File: src/rtl/nn_layer_sequencer_pkg.sv
// Shared definitions for the digit-classifier layer sequencer: state encoding
// and default layer sizes.
package nn_pkg;

  localparam int N_PIXELS_DEF = 784;
  localparam int N_OUT_DEF    = 10;

  typedef enum logic [2:0] {
    ST_IDLE    = 3'd0,
    ST_BIAS    = 3'd1,
    ST_PIXEL   = 3'd2,
    ST_DRAIN   = 3'd3,
    ST_READOUT = 3'd4,
    ST_DONE    = 3'd5
  } seq_state_e;

endpackage

File: src/rtl/nn_layer_sequencer_valid_delay.sv
// Single-bit shift-register delay of DEPTH stages with synchronous flush and
// asynchronous reset; q is the last stage.
module nn_valid_delay #(
  parameter int DEPTH = 1
) (
  input  logic clk,
  input  logic rst,
  input  logic flush,
  input  logic d,
  output logic q
);

  logic [DEPTH-1:0] sr_r;

  generate
    if (DEPTH == 1) begin : g_one
      // Single register stage
      always_ff @(posedge clk or posedge rst) begin
        if (rst) begin
          sr_r <= 1'b0;
        end else if (flush) begin
          sr_r <= 1'b0;
        end else begin
          sr_r <= d;
        end
      end
    end else begin : g_many
      // Multi-stage shift toward the MSB
      always_ff @(posedge clk or posedge rst) begin
        if (rst) begin
          sr_r <= {DEPTH{1'b0}};
        end else if (flush) begin
          sr_r <= {DEPTH{1'b0}};
        end else begin
          sr_r <= {sr_r[DEPTH-2:0], d};
        end
      end
    end
  endgenerate

  assign q = sr_r[DEPTH-1];

endmodule

File: src/rtl/nn_layer_sequencer.sv
// Control sequencer for the fully-connected classifier: per image, one-hot bias
// load, stall-aware pixel streaming, pipeline drain and output-neuron readout.
module nn_layer_sequencer
  import nn_pkg::*;
#(
  parameter int N_PIXELS  = N_PIXELS_DEF,
  parameter int N_OUT     = N_OUT_DEF,
  parameter int PIX_AW    = 10,
  parameter int OUT_AW    = 4,
  parameter int PIPE_LAT  = 2,
  parameter int DRAIN_CYC = 8
) (
  input  logic              clk,
  input  logic              rst,
  input  logic              start,
  input  logic              abort,
  input  logic              pix_avail,
  output logic              busy,
  output logic              done,
  output logic [OUT_AW-1:0] bias_addr,
  output logic [N_OUT-1:0]  bias_load,
  output logic [PIX_AW-1:0] pixel_addr,
  output logic              valid_pixel,
  output logic [OUT_AW-1:0] out_addr,
  output logic [OUT_AW-1:0] out_addr_d,
  output logic              valid_digit
);

  // No pixel enters the delay line in DRAIN, so it is empty PIPE_LAT cycles
  // after entry; the drain count covers that plus DRAIN_CYC.
  localparam int DCW = $clog2(PIPE_LAT + DRAIN_CYC + 1);

  localparam logic [OUT_AW-1:0] OUT_LAST   = OUT_AW'(N_OUT - 1);
  localparam logic [OUT_AW-1:0] OUT_ONE    = OUT_AW'(1);
  localparam logic [OUT_AW-1:0] OUT_ZERO   = OUT_AW'(0);
  localparam logic [PIX_AW-1:0] PIX_LAST   = PIX_AW'(N_PIXELS - 1);
  localparam logic [PIX_AW-1:0] PIX_ONE    = PIX_AW'(1);
  localparam logic [PIX_AW-1:0] PIX_ZERO   = PIX_AW'(0);
  localparam logic [DCW-1:0]    DRAIN_LAST = DCW'(PIPE_LAT + DRAIN_CYC - 1);
  localparam logic [DCW-1:0]    DCW_ONE    = DCW'(1);
  localparam logic [DCW-1:0]    DCW_ZERO   = DCW'(0);
  localparam logic [N_OUT-1:0]  LOAD_FIRST = N_OUT'(1);
  localparam logic [N_OUT-1:0]  LOAD_NONE  = N_OUT'(0);

  seq_state_e     state_r;
  logic [DCW-1:0] drain_cnt_r;
  logic           issue_s;
  logic           readout_s;

  assign issue_s   = (state_r == ST_PIXEL) && pix_avail;
  assign readout_s = (state_r == ST_READOUT);

  // Sequencer FSM with registered handshake and address outputs
  always_ff @(posedge clk or posedge rst) begin
    if (rst) begin
      state_r     <= ST_IDLE;
      busy        <= 1'b0;
      done        <= 1'b0;
      bias_addr   <= OUT_ZERO;
      bias_load   <= LOAD_NONE;
      pixel_addr  <= PIX_ZERO;
      out_addr    <= OUT_ZERO;
      drain_cnt_r <= DCW_ZERO;
    end else if (abort) begin
      state_r   <= ST_IDLE;
      busy      <= 1'b0;
      done      <= 1'b0;
      bias_load <= LOAD_NONE;
    end else begin
      done <= 1'b0;
      case (state_r)
        ST_IDLE: begin
          if (start) begin
            state_r     <= ST_BIAS;
            busy        <= 1'b1;
            bias_addr   <= OUT_ZERO;
            bias_load   <= LOAD_FIRST;
            pixel_addr  <= PIX_ZERO;
            out_addr    <= OUT_ZERO;
            drain_cnt_r <= DCW_ZERO;
          end
        end
        ST_BIAS: begin
          if (bias_addr == OUT_LAST) begin
            bias_load <= LOAD_NONE;
            state_r   <= ST_PIXEL;
          end else begin
            bias_addr <= bias_addr + OUT_ONE;
            bias_load <= bias_load << 1'b1;
          end
        end
        ST_PIXEL: begin
          if (issue_s) begin
            if (pixel_addr == PIX_LAST) begin
              state_r <= ST_DRAIN;
            end else begin
              pixel_addr <= pixel_addr + PIX_ONE;
            end
          end
        end
        ST_DRAIN: begin
          if (drain_cnt_r == DRAIN_LAST) begin
            state_r  <= ST_READOUT;
            out_addr <= OUT_ZERO;
          end else begin
            drain_cnt_r <= drain_cnt_r + DCW_ONE;
          end
        end
        ST_READOUT: begin
          if (out_addr == OUT_LAST) begin
            state_r <= ST_DONE;
            done    <= 1'b1;
          end else begin
            out_addr <= out_addr + OUT_ONE;
          end
        end
        ST_DONE: begin
          state_r <= ST_IDLE;
          busy    <= 1'b0;
        end
        default: begin
          state_r   <= ST_IDLE;
          busy      <= 1'b0;
          bias_load <= LOAD_NONE;
        end
      endcase
    end
  end

  // Readout address delayed to line up with the registered neuron mux
  always_ff @(posedge clk or posedge rst) begin
    if (rst) begin
      out_addr_d <= OUT_ZERO;
    end else begin
      out_addr_d <= out_addr;
    end
  end

  nn_valid_delay #(.DEPTH(PIPE_LAT)) u_pix_dly (
    .clk   (clk),
    .rst   (rst),
    .flush (abort),
    .d     (issue_s),
    .q     (valid_pixel)
  );

  nn_valid_delay #(.DEPTH(1)) u_dig_dly (
    .clk   (clk),
    .rst   (rst),
    .flush (abort),
    .d     (readout_s),
    .q     (valid_digit)
  );

endmodule
File: config.mk
export PLATFORM = sky130hd
export DESIGN_NAME = nn_layer_sequencer
export DESIGN_NICKNAME = d
export VERILOG_FILES = /design/src/rtl/nn_layer_sequencer_pkg.sv /design/src/rtl/nn_layer_sequencer_valid_delay.sv /design/src/rtl/nn_layer_sequencer.sv
export SDC_FILE = /design/constraint.sdc
export NUM_CORES = 1
export LEC_CHECK = 0
export CORE_AREA = 4 4 71 73
export CTS_BUF_LIST = sky130_fd_sc_hd__clkbuf_8
export DETAILED_ROUTE_END_ITERATION = 7
export DIE_AREA = 0 0 75 77
export PLACE_DENSITY = 0.8
export SLEW_MARGIN = 20
export SYNTH_ARGS = -nofsm -noshare
export SYNTH_HDL_FRONTEND = slang
export SYNTH_SLANG_ARGS = --single-unit
File: constraint.sdc
create_clock -name clk -period 1.9 [get_ports clk]
set_clock_uncertainty 0.15 [all_clocks]
set_input_delay 0.57 -clock clk [delete_from_list [all_inputs] [get_ports clk]]
set_output_delay 0.57 -clock clk [all_outputs]
set_load 0.02 [all_outputs]
# --- Word level (Yosys, flattened, before mapping) ---
# Cells that the tools add are included.
word_totals:
  out_inout_bits: 36
  input_bits: 5
  regBits: 44
classes:
  addsub: 4
  n_bitwise: 1
  n_reduce_logical: 15
  eq_ne: 24
  n_mux: 32
op_table:
  columns: ["operator", "n"]
  rows:
  - ["$mux W10", 6]
  - ["$pmux W10 S3", 1]
  - ["$mux W3", 7]
  - ["$mux W4", 5]
  - ["$pmux W10 S2", 1]
  - ["$pmux W4 S2", 2]
  - ["$pmux W3 S5", 1]
  - ["$add A4 B1 Y4 const B", 3]
  - ["$eq A4 B4 Y1 const B", 3]
  - ["$ne A2 B2 Y1 const B", 6]
  - ["$ne A3 B3 Y1 const B", 4]
  - ["$pmux W4 S3", 1]
  - ["$add A10 B1 Y10 const B", 1]
  - ["$eq A10 B10 Y1 const B", 1]
  - ["$reduce_and A5 Y1", 2]
  - ["$reduce_and A4 Y1", 2]
  - ["$reduce_or A4 Y1", 2]
  - ["$eq A3 B2 Y1 const B", 2]
  - ["$eq A3 B3 Y1 const B", 2]
  - ["$mux W1", 6]
  - ["$ne A2 B1 Y1 const B", 3]
  - ["$ne A3 B2 Y1 const B", 2]
  - ["$reduce_and A6 Y1", 1]
  - ["$reduce_bool A2 Y1", 3]
  - ["other kinds (8)", 9]

# --- Depth between registers and ports, before layout ---
depth:
  ltp_word: 5
  mapped_depth: 8
  depth_no_buf: 6

# --- Cells and area by module ---
# From an unflattened synthesis, not the netlist that was laid out.
hier_totals:
  hier_cells: 207
  hier_area_um2: 2212.1
by_module_without_submodules:
  columns: ["module", "seq_area_each_um2", "cells_per_inst", "n_inst", "area_each_um2"]
  rows:
  - ["nn_layer_sequencer", 1026.0, 199, 1, 2103.3]
  - ["nn_valid_delay at u_pix_dly", 50.0, 5, 1, 66.3]
  - ["nn_valid_delay at u_dig_dly", 25.0, 3, 1, 42.5]

# --- Least setup slack after synthesis ---
# OpenSTA, ideal clock, no wires.
synth_path:
  kind: "register -> register"
  start: "register pixel_addr[0]"
  end: "register pixel_addr[7]"
  stages_incl_launch_ff: 6
  slack_ps: 84
  n_path_buf: 0
  t_required_ps: 1668
  t_arrival_ps: 1584
  setup_ps: 82
  path_cell_list: "dfrtp_1 ha_1 nand4b_1 nor4_2 nor3_1 o22ai_1"
synth_via:
  elab_chain_cells: 4
  word_cells_on_any_way: 7
  cone_classes: "1 x add/sub; 2 x eq/ne; 3 x mux; 1 x reduce/logical"
synth_lines:
  columns: ["item", "line_no", "source"]
  rows:
  - ["from (decl)", "nn_layer_sequencer.sv:22", "output logic [PIX_AW-1:0] pixel_addr,"]
  - ["from (signal assigned)", "nn_layer_sequencer.sv:97", "pixel_addr <= pixel_addr + PIX_ONE;"]
  - ["$add A10 B1 Y10", "nn_layer_sequencer.sv:97", null]
  - ["$mux W10", "nn_layer_sequencer.sv:94", "if (pixel_addr == PIX_LAST) begin"]
  - ["$mux W10", "nn_layer_sequencer.sv:93", "if (issue_s) begin"]
  - ["$pmux W10 S2", "nn_layer_sequencer.sv:71", "case (state_r)"]
# Several ways; a longest one is shown, not always the timed one. The select of a mux whose other input is x is not followed.
# A chain may end at the register's enable or synchronous reset.

# --- Final worst setup path ---
layout_path:
  start: "input port start"
  end: "register bias_load[7]"
layout_via:
  elab_chain_cells: 2
layout_lines:
  columns: ["item", "line_no", "source"]
  rows:
  - ["from (decl)", "nn_layer_sequencer.sv:15", "input logic start,"]
  - ["$ne A3 B3 Y1 (no line)", null, null]
  - ["$reduce_and A2 Y1 (no line)", null, null]
  - ["to (signal assigned)", "nn_layer_sequencer.sv:89", "bias_load <= bias_load << 1'b1;"]
  - ["to (decl)", "nn_layer_sequencer.sv:21", "output logic [N_OUT-1:0] bias_load,"]
# No other way between the ends.

==> results.cfg <==
[outcome]
outcome = completed

[synthesis]
synth_sequential_area_ratio = 0.4809
synth-main-ff-cell = sky130_fd_sc_hd__dfrtp_1
syn_nets = 249
synth_common_cells = 44 x sky130_fd_sc_hd__dfrtp_1, 31 x sky130_fd_sc_hd__nand2_1, 22 x sky130_fd_sc_hd__o21ai_0
number_of_flops_mapped_to_enable_cells_by_yosys = 0
yosys.area.top_type_share = 0.4809
yosys.cell_count.top_type = sky130_fd_sc_hd__dfrtp_1
synth_warnings = 0
syn_area_per_cell_um2 = 9.702
yosys.cell_types.count = 50
asyncSetResetFlopFracSynth = 1.000
post-synth-top-area-cell = sky130_fd_sc_hd__dfrtp_1
syn_inst = 236
synth.top_cells.by_area = sky130_fd_sc_hd__dfrtp_1 48%, sky130_fd_sc_hd__nand2_1 5.1%, sky130_fd_sc_hd__o21ai_0 4.8%, sky130_fd_sc_hd__ha_1 4.4%, sky130_fd_sc_hd__nor2_1 2.3%
ys_ff_latch = 44
synthesis.area_um2 = 2290

[power_and_ir_drop]
power.density_cell_area_nw_per_um2 = 672.2
power.total_mw = 2.081
vdd_drop_max_mv = 0.2889
reported_leakage_power_nw = 1.566

[grt]
grt.met1_usage = 0.2962
number_of_global_route_vias_before_repair = 1971
grt_antenna_before_repair = 0
use_met2 = 0.3188
pin_count_of_the_biggest_net_entering_global_routing = 45
global_route.overflow_total = 0
grt_use_met3 = 0.04706
grt_first_pass_wirelength_um = 9418
track_usage = 0.2101
grt-busiest-layer = met2

[final_layout]
stdcell_area_um2 = 3095
final_net_count = 322
drive_gt1_frac = 0.2065
final.fill_count = 324
antenna-diode-count = 0
multi_input_comb_area_um2 = 1106
layout_area_growth_over_synthesis_pct = 35.19
non_filler_instance_count_after_layout = 362
regArea_um2 = 1105

[critical_path]
worst_r2r_startpoint = state_r[0]$_DFFE_PP0P_
crit_path_start = start
cp_data_arrival_time_ns = 1.92
crit_required_ns = 1.97
critical_path.max_fanout = 16
critPathLaunchType = input port
criticalPathCategory = in -> reg
worst_setup_path_end_kind = flop

[cts]
clockRootBuffer = sky130_fd_sc_hd__clkbuf_8
worstSkewPairLatency_ns = 0.29
cts-hold-fix-buffers = 0
tritoncts = yes
postCtsSetupBuffers = 0
clockBufferDepth = 2
clk_transition_reported_paths_ns = 0.08
cts.htree.levels = 2
clkSinkCount = 44
cts_inserted_buffers = 5

[drt]
first_iter_violations = 127
wl_per_cell_um = 15.53
num_vias = 2033
drcViolationCount = 0
via_per_inst = 5.616
routed_wl_um = 5621
final_antenna_net_count = 0
detail_route.first_pass.iterations = 4

[worst_hold_path]
timing.hold.worst.class = reg -> reg
hp-start = u_pix_dly.sr_r[0]$_DFF_PP0_

[placed_design]
portBuffers = 40
dp_wirelength_um = 3951
placedInstanceArea_um2 = 2985
dp.cells = 353
pre_cts_ws_ns = -0.4879
place_congestion = 0.8619

[run]
timing.max_cap.violations = 0

[floorplan]
core_um2 = 4354
io-pin-count = 41
placementRows = 24
die_area_um2 = 5775
die_height_um = 77
floorplan.die.width_um = 75
floorplan.initialDensity = 0.5259

[sta]
finalSetupViolCount = 0
timing.final.crit_period_ns = 1.844
grt_setup_unrepaired = no
worst_pin_slew_ns = 0.3802
final_ws_setup_ns = 0.05556
finalHoldViolCount = 0
number_of_slew_limit_violations_in_the_final_report = 0
fin_worst_hold_slack_ns = 0.3229
fin_crit_sh = 0.9708
fmax_ghz = 0.5422
slew_headroom = 0.7459
where the power goes:
group | switching [mW] | internal [mW]
Sequential | 0.0494 | 0.973
Combinational | 0.154 | 0.125
Clock | 0.316 | 0.464
Total | 0.519 | 1.56
through the flow:
step	TNS, ns	utilization
after floorplan	0	-
after global placement	-11.50	0.6856
after detailed placement	-12.18	0.6856
after CTS	0	0.7075
after global routing	0	0.7109
final	0	0.7109
cell families after synthesis:
logic type | share of synthesized area
compound gates | 0.1700
xor+xnor | 0.007652
fa+ha+maj | 0.04372
buf+inv | 0.04481
flops | 0.4809
mux | 0.02732
simple gates | 0.2257
layout by cell type (no fill, tap or decap), types with 2 or more instances in the layout:
cell / synthesis / layout
sky130_fd_sc_hd__o21ai_0: 22 / 21
sky130_fd_sc_hd__a31oi_1: 4 / 4
sky130_fd_sc_hd__a21o_1: 2 / 2
sky130_fd_sc_hd__o211ai_1: 4 / 4
sky130_fd_sc_hd__dlygate4sd2_1: 0 / 39
sky130_fd_sc_hd__buf_12: 0 / 2
sky130_fd_sc_hd__dfrtp_2: 0 / 3
sky130_fd_sc_hd__a211oi_1: 3 / 3
sky130_fd_sc_hd__o21ai_1: 7 / 8
sky130_fd_sc_hd__o31ai_1: 5 / 4
sky130_fd_sc_hd__nand4_1: 6 / 6
sky130_fd_sc_hd__nor3_2: 1 / 2
sky130_fd_sc_hd__nand3_1: 5 / 5
sky130_fd_sc_hd__or4_4: 1 / 2
sky130_fd_sc_hd__nand3b_1: 5 / 5
sky130_fd_sc_hd__mux2i_1: 4 / 4
sky130_fd_sc_hd__and3_1: 6 / 6
sky130_fd_sc_hd__buf_4: 0 / 34
sky130_fd_sc_hd__inv_1: 8 / 8
sky130_fd_sc_hd__clkbuf_8: 0 / 7
sky130_fd_sc_hd__ha_1: 8 / 8
sky130_fd_sc_hd__a21oi_1: 8 / 7
sky130_fd_sc_hd__nand2_1: 31 / 30
sky130_fd_sc_hd__mux2_2: 2 / 2
sky130_fd_sc_hd__nor2_1: 14 / 14
sky130_fd_sc_hd__nand2b_1: 2 / 2
sky130_fd_sc_hd__nor2b_1: 4 / 4
sky130_fd_sc_hd__nor3_1: 5 / 4
sky130_fd_sc_hd__dfrtp_1: 44 / 41
sky130_fd_sc_hd__or3_1: 2 / 2
worst max-delay path: stages:
cell and delay (ns):
sky130_fd_sc_hd__dlygate4sd2_1 0.26, sky130_fd_sc_hd__buf_4 0.16, sky130_fd_sc_hd__or4_4 0.45, sky130_fd_sc_hd__a21oi_4 0.19, sky130_fd_sc_hd__buf_12 0.15, sky130_fd_sc_hd__nand2_1 0.07
sky130_fd_sc_hd__o21ai_1 0.08
layer usage:
layer,vias up,part of all wire,wire (µm)
li1,1002,-,-
met1,960,0.44,2453
met2,63,0.49,2737
met3,8,0.061,345
met4,0,0.015,85
met5,-,0,0
final timing paths:
check	endpoint	slack [ns]	cells past startpoint
setup / recovery	bias_load[7]$_DFFE_PP0P_	0.06	7
setup reg to reg	pixel_addr[5]$_DFFE_PP0P_	0.08	4
hold / removal	u_pix_dly.sr_r[1]$_DFF_PP0_	0.32	1
min in group asynchronous	bias_load[3]$_DFFE_PP0P_	0.48	3
max in group asynchronous	state_r[2]$_DFFE_PP0P_	0.91	3
hold reg to reg	u_pix_dly.sr_r[1]$_DFF_PP0_	0.32	1
repair_timing:
action | in CTS | in global routing
setup endpoints to repair | 64 | 10
resized for setup | 43 | 6
pin swaps | 0 | 1
cloned | 1 | 0
area by class of cell:
cell class | instances | share of cell area
clock buffers | 7 | 0.03112
clock inverters | 1 | 0.009701
inverters | 8 | 0.009701
multi-input cells | 172 | 0.3573
flip-flops and latches | 44 | 0.3569
well taps | 52 | 0.02102
repair buffers | 78 | 0.2142
state kept, by name (all words and copies together) (netlist names):
| signal | cells |
|---|---|
| bias_load | 10 |
| done | 1 |
| pixel_addr | 10 |
| out_addr_d | 4 |
| bias_addr | 4 |
| u_pix_dly.sr_r | 2 |
| drain_cnt_r | 4 |
| busy | 1 |
| u_dig_dly.q | 1 |
| state_r | 3 |
| out_addr | 4 |
No activity file was read; power rests on OpenSTA's default activity.
